## src/rtl/wb_keyboard.sv

```systemverilog
// PS/2 keyboard receiver on a single-beat Wishbone slave port.
// Synchronises the PS/2 pins, deframes 11-bit device-to-host frames,
// buffers good bytes in a FIFO and exposes DATA/STATUS registers with
// sticky overflow and frame-error flags (write-1-to-clear).
module wb_keyboard #(
  parameter int unsigned FIFO_DEPTH     = 8,
  parameter int unsigned TIMEOUT_CYCLES = 50000
) (
  input  logic        clk,
  input  logic        reset,
  input  logic        STB,
  input  logic        WE,
  input  logic [31:0] ADDR,
  input  logic [31:0] DAT_I,
  output logic [31:0] DAT_O,
  output logic        ACK,
  input  logic        ps2_clk,
  input  logic        ps2_data
);

  localparam int unsigned PW = (FIFO_DEPTH > 1) ? $clog2(FIFO_DEPTH) : 1;
  localparam int unsigned CW = PW + 1;
  localparam int unsigned TW = $clog2(TIMEOUT_CYCLES + 1);

  typedef enum logic [1:0] {
    S_IDLE,
    S_DATA,
    S_PARITY,
    S_STOP
  } rx_state_e;

  // Synchroniser and edge-detect state
  logic          clk_s1_q, clk_s2_q, clk_prev_q;
  logic          dat_s1_q, dat_s2_q;
  logic          fall;

  // Receive FSM state
  rx_state_e     state_q, state_d;
  logic [2:0]    bitcnt_q, bitcnt_d;
  logic [7:0]    shift_q, shift_d;
  logic          parity_q, parity_d;
  logic [TW-1:0] tmo_q, tmo_d;
  logic          push;
  logic          ferr_set;

  // FIFO state
  logic [7:0]    mem_q [FIFO_DEPTH];
  logic [PW-1:0] wr_ptr_q, rd_ptr_q;
  logic [CW-1:0] count_q;
  logic          not_empty, full;
  logic          pop, do_push, ovf_set;

  // Bus state
  logic          ack_q;
  logic [31:0]   dat_q;
  logic          ovf_q, ferr_q;
  logic          accept;
  logic          clr_ovf, clr_ferr;
  logic [31:0]   cnt_ext;
  logic [31:0]   rd_word;

  logic          unused_bits;

  assign fall = clk_prev_q & ~clk_s2_q;

  // Two-flop synchronisers on both pins plus previous synced clock for edge detect
  always_ff @(posedge clk or negedge reset) begin
    if (!reset) begin
      clk_s1_q   <= 1'b1;
      clk_s2_q   <= 1'b1;
      clk_prev_q <= 1'b1;
      dat_s1_q   <= 1'b1;
      dat_s2_q   <= 1'b1;
    end else begin
      clk_s1_q   <= ps2_clk;
      clk_s2_q   <= clk_s1_q;
      clk_prev_q <= clk_s2_q;
      dat_s1_q   <= ps2_data;
      dat_s2_q   <= dat_s1_q;
    end
  end

  // Receive FSM and timeout counter registers
  always_ff @(posedge clk or negedge reset) begin
    if (!reset) begin
      state_q  <= S_IDLE;
      bitcnt_q <= '0;
      shift_q  <= '0;
      parity_q <= 1'b0;
      tmo_q    <= '0;
    end else begin
      state_q  <= state_d;
      bitcnt_q <= bitcnt_d;
      shift_q  <= shift_d;
      parity_q <= parity_d;
      tmo_q    <= tmo_d;
    end
  end

  // Frame deframing on each synced falling edge; timeout abandons a stalled frame
  always_comb begin
    state_d  = state_q;
    bitcnt_d = bitcnt_q;
    shift_d  = shift_q;
    parity_d = parity_q;
    push     = 1'b0;
    ferr_set = 1'b0;
    tmo_d    = tmo_q + TW'(1);
    if (state_q == S_IDLE || fall) begin
      tmo_d = '0;
    end
    if (fall) begin
      unique case (state_q)
        S_IDLE: begin
          if (!dat_s2_q) begin
            bitcnt_d = '0;
            state_d  = S_DATA;
          end
        end
        S_DATA: begin
          shift_d  = {dat_s2_q, shift_q[7:1]};
          bitcnt_d = bitcnt_q + 3'd1;
          if (bitcnt_q == 3'd7) begin
            state_d = S_PARITY;
          end
        end
        S_PARITY: begin
          parity_d = dat_s2_q;
          state_d  = S_STOP;
        end
        S_STOP: begin
          if (dat_s2_q && (^{shift_q, parity_q})) begin
            push = 1'b1;
          end else begin
            ferr_set = 1'b1;
          end
          state_d = S_IDLE;
        end
        default: state_d = S_IDLE;
      endcase
    end else if (state_q != S_IDLE && tmo_q == TW'(TIMEOUT_CYCLES - 1)) begin
      state_d  = S_IDLE;
      ferr_set = 1'b1;
      tmo_d    = '0;
    end
  end

  assign not_empty = (count_q != '0);
  assign full      = (count_q == CW'(FIFO_DEPTH));
  assign accept    = STB & ~ack_q;
  assign pop       = accept & ~WE & ~ADDR[2] & not_empty;
  // A pop in the same cycle frees the slot, so a push into a full FIFO still lands
  assign do_push   = push & (~full | pop);
  assign ovf_set   = push & full & ~pop;
  assign clr_ovf   = accept & WE & ADDR[2] & DAT_I[1];
  assign clr_ferr  = accept & WE & ADDR[2] & DAT_I[2];

  // FIFO storage; contents need no reset since count gates visibility
  always_ff @(posedge clk) begin
    if (do_push) begin
      mem_q[wr_ptr_q] <= shift_q;
    end
  end

  // FIFO pointers and occupancy
  always_ff @(posedge clk or negedge reset) begin
    if (!reset) begin
      wr_ptr_q <= '0;
      rd_ptr_q <= '0;
      count_q  <= '0;
    end else begin
      if (do_push) wr_ptr_q <= wr_ptr_q + PW'(1);
      if (pop)     rd_ptr_q <= rd_ptr_q + PW'(1);
      unique case ({do_push, pop})
        2'b10:   count_q <= count_q + CW'(1);
        2'b01:   count_q <= count_q - CW'(1);
        default: count_q <= count_q;
      endcase
    end
  end

  // Read-data mux for DATA and STATUS
  always_comb begin
    cnt_ext = 32'(count_q);
    if (ADDR[2]) begin
      rd_word = {20'b0, cnt_ext[3:0], 5'b0, ferr_q, ovf_q, not_empty};
    end else if (not_empty) begin
      rd_word = {23'b0, 1'b1, mem_q[rd_ptr_q]};
    end else begin
      rd_word = '0;
    end
  end

  // Bus acknowledge, registered read data and sticky status flags (set wins)
  always_ff @(posedge clk or negedge reset) begin
    if (!reset) begin
      ack_q  <= 1'b0;
      dat_q  <= '0;
      ovf_q  <= 1'b0;
      ferr_q <= 1'b0;
    end else begin
      ack_q <= accept;
      if (accept && !WE) begin
        dat_q <= rd_word;
      end
      if (ovf_set)       ovf_q <= 1'b1;
      else if (clr_ovf)  ovf_q <= 1'b0;
      if (ferr_set)      ferr_q <= 1'b1;
      else if (clr_ferr) ferr_q <= 1'b0;
    end
  end

  assign ACK   = ack_q;
  assign DAT_O = dat_q;

  assign unused_bits = ^{ADDR[31:3], ADDR[1:0], DAT_I[31:3], DAT_I[0], cnt_ext[31:4]};

endmodule
```

## config.mk

```make
export PLATFORM = sky130hd
export DESIGN_NAME = wb_keyboard
export DESIGN_NICKNAME = d
export VERILOG_FILES = /design/src/rtl/wb_keyboard.sv
export SDC_FILE = /design/constraint.sdc
export NUM_CORES = 1
export LEC_CHECK = 0
export BUFFER_PORTS_ARGS = -buffer_cell sky130_fd_sc_hd__buf_4
export CAP_MARGIN = 20
export CORE_ASPECT_RATIO = 1.4
export CORE_UTILIZATION = 55
export CTS_BUF_LIST = sky130_fd_sc_hd__clkbuf_8 sky130_fd_sc_hd__clkbuf_16
export DETAILED_ROUTE_END_ITERATION = 10
export GPL_TIMING_DRIVEN = 0
export HOLD_SLACK_MARGIN = 0.03
export PLACE_DENSITY = 0.79
export SLEW_MARGIN = 20
export SYNTH_ARGS = -nofsm -noshare
export SYNTH_HDL_FRONTEND = slang
export SYNTH_SLANG_ARGS = --single-unit
```

## constraint.sdc

```tcl
create_clock -name clk -period 5 [get_ports clk]
set_input_delay 0 -clock clk [delete_from_list [all_inputs] [get_ports clk]]
set_output_delay 0 -clock clk [all_outputs]
set_load 0.05 [all_outputs]
```

======== Word-level counts from Yosys, hierarchy flattened ========
Memory sizes are Yosys's and may differ from the RTL's.
Index checks and enable logic that the tools add are counted.
word-level totals
  bits of input ports ..................... 70
  bits in registers ....................... 80
  bits in writable memories ............... 64
  logic and storage cells ................. 98
  memories kept ........................... 1
cells by class
  muxes and demuxes ....................... 26
  equal/unequal tests ..................... 11
  add/sub/neg operators ................... 6
  reduce and logical (&&, ||, !) cells .... 18
  bitwise operators ....................... 19
memory list
  name   depth  width  rd ports  clocked after Yosys merged registers in  wr ports  RTL line  source
  mem_q  8      8      1         0                                        1         47        logic [7:0] mem_q [FIFO_DEPTH];
operator list
  cell                     number
  $mux W16                 3
  $mux W32                 1
  $add A16 B1 Y16 const B  1
  $eq A16 B16 Y1 const B   1
  $mux W1                  13
  $and A1 B1 Y1            12
  $reduce_bool A2 Y1       6
  $add A3 B1 Y3 const B    3
  $mux W9                  1
  $reduce_xor A9 Y1        1
  $mux W2                  4
  $pmux W2 S4              1
  $pmux W4 S2              1
  $eq A2 B2 Y1 const B     3
  $ne A3 B3 Y1 const B     2
  $not A1 Y1               6
  $pmux W3 S2              1
  $reduce_and A3 Y1        2
  $add A4 B1 Y4 const B    1
  $eq A2 B1 Y1 const B     2
  $eq A4 B4 Y1 const B     1
  $reduce_and A2 Y1        2
  $reduce_bool A4 Y1       1
  $sub A4 B1 Y4 const B    1
  8 further kinds          10

======== Longest topological paths before layout ========
Gate-level depths: netlist of the first run.
  depth in word-level cells ............... 9
  depth in mapped cells ................... 10
  gate-level depth less buffers ........... 10

======== Worst setup path before layout of the first run ========
No wires, ideal clock.
  kind .................................... flip-flop to flip-flop
  start ................................... register shift_q[0]
  end ..................................... memory mem_q[4][0], enable pin
  slack ................................... 1819 ps
  required time ........................... 4602 ps
  setup time .............................. 398 ps
  clock period less this slack ............ 3181 ps
  stages on the path, launching flop included .. 6
  path buffers ............................ 0
  arrival time ............................ 2783 ps
  cells stage by stage .................... dfrtp_1 -> xor3_1 -> or4b_4 -> mux2i_4 -> nand2_4 -> nor4b_1
between the ends
  word-level cells in the longest chain between the ends .. 8
ends and longest elaborated chain
  item                           RTL line  source
  start: declaration             40        logic [7:0] shift_q, shift_d;
  start signal: assignment       94        shift_q <= shift_d;
  $reduce_xor A9 Y1              132       if (dat_s2_q && (^{shift_q, parity_q})) begin
  $logic_and A1 B1 Y1            132
  $mux W1                        132
  $mux W1                        113       unique case (state_q)
  $mux W1                        112       if (fall) begin
  $and A1 B1 Y1                  153       assign do_push = push & (~full | pop);
  $mux W1                        160       if (do_push) begin
  $mux W1 (implied by the code)  161       mem_q[wr_ptr_q] <= shift_q;
  end: declaration               47
No other way between the ends.

======== Worst setup path after layout of the first run ========
  start ................................... register shift_q[0]
  end ..................................... memory mem_q[7][0], enable pin
Same word-level chain as after synthesis.

==> flow_metrics.py, run 1 <==
metrics = {
    "outcome": {
        "status": "finished clean",
    },
    "clocking": {
        "cts_resized": 0,
        "clkSinkCount": 124,
        "cts-root-buf": "clkbuf_16",
        "cts_tree": "built",
        "clock_latency_ns": 0.41,
        "numCtsBuffers": 17,
        "clk_path_buf_depth": 2,
        "cts_setup_buffers": 0,
        "htreeDepth": 4,
        "clk_pin_slew_ns": 0.05,
    },
    "worst_hold_path": {
        "hp-class": "primary input to async pin",
    },
    "timing": {
        "period_needed_ns": 3.229,
        "rsz0062_at_grt": "no",
        "setup_viol": 0,
        "fin_crit_sh_pct": 64.58,
        "max_slew_margin_pct": 46.08,
        "drv_slew": 0,
        "finalSetupTns_ns": 0,
        "max_freq_mhz": 309.7,
        "worstMarginPinSlew_ns": 0.8044,
        "worst_slack_ns": 1.771,
        "holdWs_ns": 0.2058,
        "finalHoldViolCount": 0,
        "finClkSkew_ns": 0.008242,
    },
    "placement": {
        "dp_hpwl_um": 6588,
        "place_ws_ns": 1.762,
        "finalWeightedCongestion": 0.8075,
        "post-place-cells": 562,
        "portBuffers": 21,
        "detailed_place.area_sq_um": 5858,
    },
    "yosys": {
        "syn-mean-instance-area_sq_um": 13.97,
        "synth_edf_count": 64,
        "yosysTopAreaCell": "edfxtp_1",
        "synthTopCellsByArea": "edfxtp_1, dfrtp_1, mux4_2",
        "synth_area_sq_um": 5421,
        "synth_top_area_share_pct": 35.45,
        "async_flop_share_pct": 48.39,
        "synthFlopType": "edfxtp_1",
        "ys_seq_area_share_pct": 63.26,
        "ys_seq_elements": 124,
        "yosysUniqueCellTypes": 47,
        "syn_inst": 388,
        "ys_warn_count": 0,
    },
    "floorplan": {
        "die_h_um": 119.5,
        "io_pins": 103,
        "dieArea_sq_um": 10260,
        "start_util_pct": 57.00,
        "die_x_um": 85.91,
        "placementRows": 42,
        "core_area_sq_um": 9512,
    },
    "worst_setup_path": {
        "critical_path.top_delay_family": "simple AND/OR/NAND/NOR gates",
        "slowest_stage": "nor2_1",
        "startpoint_type": "flop",
        "critPathRequiredTime_ns": 5.03,
        "endpoint_kind": "flop",
        "path_class": "flop to flop",
        "critPathArrivalTime_ns": 3.26,
        "cp_cell_sequence": "xor3_1 -> or4b_4 -> mux2i_4 -> nand3_1 -> nor2_1",
        "crit_path_max_incr_delay_ns": 0.67,
        "crit_buf_inv": 0,
        "crit_fanout": 10,
    },
    "global_route": {
        "first_global_vias": 3479,
        "grtUsageTotal_pct": 22.68,
        "grt_pass1_wl_um": 17280,
        "grt-ovfl-total": 0,
        "grt_antenna_before_repair": 0,
        "grt_max_degree": 61,
    },
    "routing": {
        "drc": 0,
        "wire_per_inst_um": 16.73,
        "vias": 3221,
        "first_pass_iters": 4,
        "viasPerCell": 5.350,
        "drtAntennaViolNets": 0,
        "first_iter_violations": 259,
        "routed_wl_um": 10070,
    },
    "power_and_ir_drop": {
        "total_power_mw": 3.636,
        "leakage_nw": 2.693,
        "power.density_nw_per_um2": 554.4,
        "peakVddDrop_v": 0.0002816,
    },
    "job": {
        "maxCapViolations": 0,
    },
    "finish": {
        "area_growth_pct": 20.98,
        "finalInstanceArea_sq_um": 6559,
        "stdcell_count": 602,
        "drive_above_1_share_pct": 23.62,
        "postLayoutCoreUtil_pct": 68.96,
        "fin_nets": 537,
        "diodes": 0,
    },
}
==> Yosys cell counts (2+ instances only) <==
cell type / instances
a211oi_1: 2
a21oi_1: 5
a22o_1: 2
and3_1: 8
and4_1: 2
buf_1: 3
buf_4: 20
clkbuf_1: 12
dfrtp_1: 55
dfstp_2: 5
edfxtp_1: 64
ha_1: 10
inv_1: 4
mux2_2: 8
mux2i_1: 10
mux4_2: 16
nand2_1: 39
nand2b_1: 3
nand3_1: 10
nand4_1: 7
nor2_1: 22
nor2b_1: 4
nor3_1: 7
nor3b_1: 2
nor4_1: 2
nor4b_1: 3
o21ai_0: 19
o2bb2ai_1: 2
xnor2_1: 16
xor2_1: 9
==> repair_timing <==
action	4_1_cts	5_1_grt
endpoints found under the setup margin	0	0
hold endpoints to repair	62	0
hold buffers	8	0
==> worst reg2reg max path: stages (launching register included) <==
cell	delay [ns]
dfrtp_1	0.50
xor3_1	0.54
or4b_4	0.51
mux2i_4	0.36
nand3_1	0.27
nor2_1	0.67
==> placed cells by master (no fill, tap or decap), types with 3 or more instances in the layout <==
cell type and n:
buf_4 41, mux4_2 16, edfxtp_1 64, dlygate4sd3_1 8, nor3_2 3, ha_1 10
buf_1 3, conb_1 20, clkbuf_16 17, nand3_1 10, dfrtp_1 55, xor2_1 9
buf_2 3, mux2i_1 10, nor3_1 4, nand4_1 7, nand2b_1 3, nor2b_1 4
nand2_1 39, and3_1 8, nor2_1 22, inv_1 8, dfstp_2 5, o21ai_0 19
clkinv_2 3, clkbuf_1 12, mux2_2 8, xnor2_1 16, clkbuf_8 3, bufinv_16 4
a21oi_1 5
==> layer usage <==
layer,vias to the layer above,share of wire (%),global-route usage [%],wire [um]
li1,1513,-,-,-
met1,1599,39,25.68,3939
met2,92,56,40.33,5590
met3,17,3.3,6.029,332
met4,0,2.1,8.646,207
met5,-,0,0,0
==> registers in the layout, indices dropped and copies added (netlist names) <==
| register | cells |
|---|---|
| mem_q | 64 |
| tmo_q | 16 |
| DAT_O | 12 |
| shift_q | 8 |
| count_q | 4 |
| bitcnt_q | 3 |
| rd_ptr_q | 3 |
| wr_ptr_q | 3 |
| state_q | 2 |
| ACK | 1 |
| clk_prev_q | 1 |
| clk_s1_q | 1 |
| clk_s2_q | 1 |
| dat_s1_q | 1 |
| dat_s2_q | 1 |
| ferr_q | 1 |
| ovf_q | 1 |
| parity_q | 1 |
==> final cells by class <==
cell class / count / area (sq um)
Buffer: 36 / 211.5
Clock buffer: 20 / 466.7
Clock inverter: 12 / 153.9
Fill cell: 615 / 2953
Inverter: 4 / 15.01
Multi-Input combinational cell: 243 / 1869
Sequential cell: 124 / 3430
Tap cell: 132 / 165.2
Timing Repair Buffer: 31 / 247.7
==> power breakdown <==
group / internal [mW] / switching [mW]
sequential: 1.26 / 0.161
combinational: 0.407 / 0.534
clock: 0.861 / 0.417
total: 2.52 / 1.11
==> cell families (layout without fill, tap and decap cells) <==
group / count (synthesis) / count (layout) / synth area share (%)
buffers and inverters: 40 / 103 / 4.177
flip-flops: 124 / 124 / 63.26
adder cells (fa/ha/maj): 10 / 10 / 2.308
other: 1 / 20 / 0.06917
AND/OR/NAND/NOR: 116 / 116 / 10.80
multiplexers: 35 / 35 / 10.57
XOR/XNOR: 27 / 27 / 4.893
AO/OA/AOI/OAI: 35 / 35 / 3.923
==> worst paths after layout <==
check / from / end / slack, ns / cells after the start
worst max register to register: shift_q[0] / mem_q[7][0] / 1.77 / 5
worst max-delay path: shift_q[0] / mem_q[7][0] / 1.77 / 5
min in group clk: ps2_clk / clk_s1_q / 0.25 / 2
max in group asynchronous: reset / tmo_q[14] / 4.24 / 2
worst min register to register: clk_s1_q / clk_s2_q / 0.35 / 0
worst min-delay path: reset / DAT_O[6] / 0.21 / 2
Power figures use the tool's default switching activity.
==> inputs of run 2 (changes only) <==
==> constraint.sdc (replaced) <==
create_clock -name clk -period 3.1 [get_ports clk]
set_input_delay 0 -clock clk [delete_from_list [all_inputs] [get_ports clk]]
set_output_delay 0 -clock clk [all_outputs]
set_load 0.05 [all_outputs]
==> run 2 against run 1 <==
  * Sequential share of layout area decreased by 0.51 points
  * Clock power increased by 41%
  * Worst setup slack got worse by 1.6 ns
  * Sequential power grew 62%
  * Final cell count grew 1.0%
  * Non-clock buffer count grew 6
  * Largest cell class unchanged
==> flow_metrics.py, run 2 (same netlist as run 1, synthesis figures left out) <==
metrics = {
    "power_and_ir_drop": {
        "internal_power_mw": 3.781,
        "comb_power_share_pct": 26.9,
        "switching_share_pct": 32.88,
        "p_sw_mw": 1.853,
        "leakage_nw": 2.664,
        "total_power_mw": 5.634,
        "p_clk_share_pct": 32.2,
        "p_seq_share_pct": 40.9,
        "peakVddDrop_v": 0.0004889,
        "power.density_nw_per_um2": 850.2,
    },
    "timing": {
        "rsz0062_at_grt": "no",
        "max_freq_mhz": 345.3,
        "drv_slew": 0,
        "finClkSkew_ns": 0.009385,
        "setup_viol": 0,
        "holdWs_ns": 0.1727,
        "finalHoldViolCount": 0,
        "fin_crit_sh_pct": 93.42,
        "max_slew_margin_pct": 49.18,
        "worstMarginPinSlew_ns": 0.7623,
        "period_needed_ns": 2.896,
    },
    "finish": {
        "diodes": 0,
        "postLayoutCoreUtil_pct": 69.67,
        "fin_nets": 543,
        "nFillCells": 636,
        "largest_reg_flops": 64,
        "area_growth_pct": 22.22,
        "finalInstanceArea_sq_um": 6626,
        "layout_common_cells": "edfxtp_1, dfrtp_1, buf_4, nand2_1",
        "layout_commonest_cell": "edfxtp_1",
        "top_register": "mem_q",
        "drive_above_1_share_pct": 26.47,
    },
    "routing": {
        "drc": 0,
        "first_iter_violations": 208,
        "wl_met2_um": 5920,
        "viasPerCell": 5.400,
        "wl_met3_um": 329,
        "wirelength_met1_um": 3952,
        "routed_wl_um": 10360,
        "top_layer": "met4",
        "first_pass_iters": 4,
        "vias": 3283,
        "drtAntennaViolNets": 0,
        "wire_per_inst_um": 17.04,
    },
    "clocking": {
        "cts-root-buf": "clkbuf_16",
        "clock_latency_ns": 0.41,
        "numCtsBuffers": 17,
        "clk_path_buf_depth": 2,
        "cts_tree": "built",
        "clk_pin_slew_ns": 0.06,
        "clkSinkCount": 124,
        "htreeDepth": 4,
    },
    "worst_setup_path": {
        "crit_path_max_incr_delay_ns": 0.51,
        "cp_cell_sequence": "xor3_1 -> or4b_4 -> mux2i_4 -> nand2_4 -> nor4_4 -> buf_2",
        "slowest_stage": "xor3_1",
        "critical_path.top_delay_family": "simple AND/OR/NAND/NOR gates",
        "path_class": "flop to flop",
        "critPathArrivalTime_ns": 2.99,
        "startpoint_type": "flop",
        "crit_fanout": 10,
        "crit_buf_inv": 1,
        "critPathRequiredTime_ns": 3.20,
        "endpoint_kind": "flop",
    },
    "global_route": {
        "first_global_vias": 3335,
        "grtUsageTotal_pct": 21.47,
        "grt_max_degree": 61,
        "grt_antenna_before_repair": 0,
        "grt-ovfl-total": 0,
        "grt_pass1_wl_um": 16250,
    },
    "placement": {
        "dp_hpwl_um": 6635,
        "detailed_place.area_sq_um": 5853,
        "portBuffers": 21,
        "finalWeightedCongestion": 0.8062,
    },
    "floorplan": {
        "placementRows": 42,
        "core_area_sq_um": 9512,
        "die_x_um": 85.91,
        "io_pins": 103,
        "dieArea_sq_um": 10260,
        "die_h_um": 119.5,
        "start_util_pct": 57.00,
    },
    "worst_hold_path": {
        "hp-class": "primary input to async pin",
    },
    "job": {
        "maxCapViolations": 0,
    },
    "outcome": {
        "status": "finished clean",
    },
}
==> run 2: timing repair <==
| item | 4_1_cts | 5_1_grt |
|---|---|---|
| gates resized for setup | 2 | 10 |
| setup buffers | 0 | 7 |
| hold endpoints to repair | 62 | 0 |
| setup endpoints to repair | 62 | 63 |
| hold buffers | 8 | 0 |
| pin swaps | 0 | 3 |
==> run 2: final cells by class <==
class	count	area, sq um	area share [%]
plain buffers	36	211.5	3.191
clock buffers	17	425.4	6.420
clock inverters	15	126.4	1.907
inverters	4	15.01	0.2266
multi-input cells	243	1932	29.15
flip-flops and latches	124	3431	51.77
well taps	132	165.2	2.492
repair buffers	37	320.3	4.834
==> run 2: metrics by stage <==
step	setup TNS [ns]	instances	setup WS, ns
3_5_place_dp	-6.033	561	-0.2299
5_1_grt	0	608	0.08572
6_report	0	608	0.2039
3_3_place_gp	-17.21	560	-0.6956
4_1_cts	-7.343	601	-0.2647
2_1_floorplan	0	407	0.04535
==> run 2: final timing paths <==
| kind | from | endpoint | slack (ns) | cells after the start |
|---|---|---|---|---|
| setup / recovery | shift_q[0] | mem_q[0][1] | 0.20 | 6 |
| hold / removal | reset | DAT_O[5] | 0.17 | 2 |
| setup reg to reg | shift_q[0] | mem_q[0][1] | 0.20 | 6 |
| hold reg to reg | dat_s1_q | dat_s2_q | 0.35 | 0 |
| max in group asynchronous | reset | shift_q[0] | 2.33 | 2 |
| min in group clk | ps2_clk | clk_s1_q | 0.25 | 2 |
==> run 2: power by group through the flow <==
stage | combinational (mW) | sequential [mW] | clock, mW
CTS | 1.52 | 2.29 | 1.83
finish | 1.52 | 2.30 | 1.81
detailed placement | 1.50 | 2.31 | 0
floorplan | 0.989 | 2.42 | 0
global route | 1.66 | 2.34 | 1.91
global placement | 1.45 | 2.28 | 0
==> run 2: layer usage <==
metal  up-vias  global-route usage [%]
li1       1535                       -
met1      1652                   23.89
met2        82                   38.44
met3        14                   5.128
met4         0                   9.375
met5         -                       0
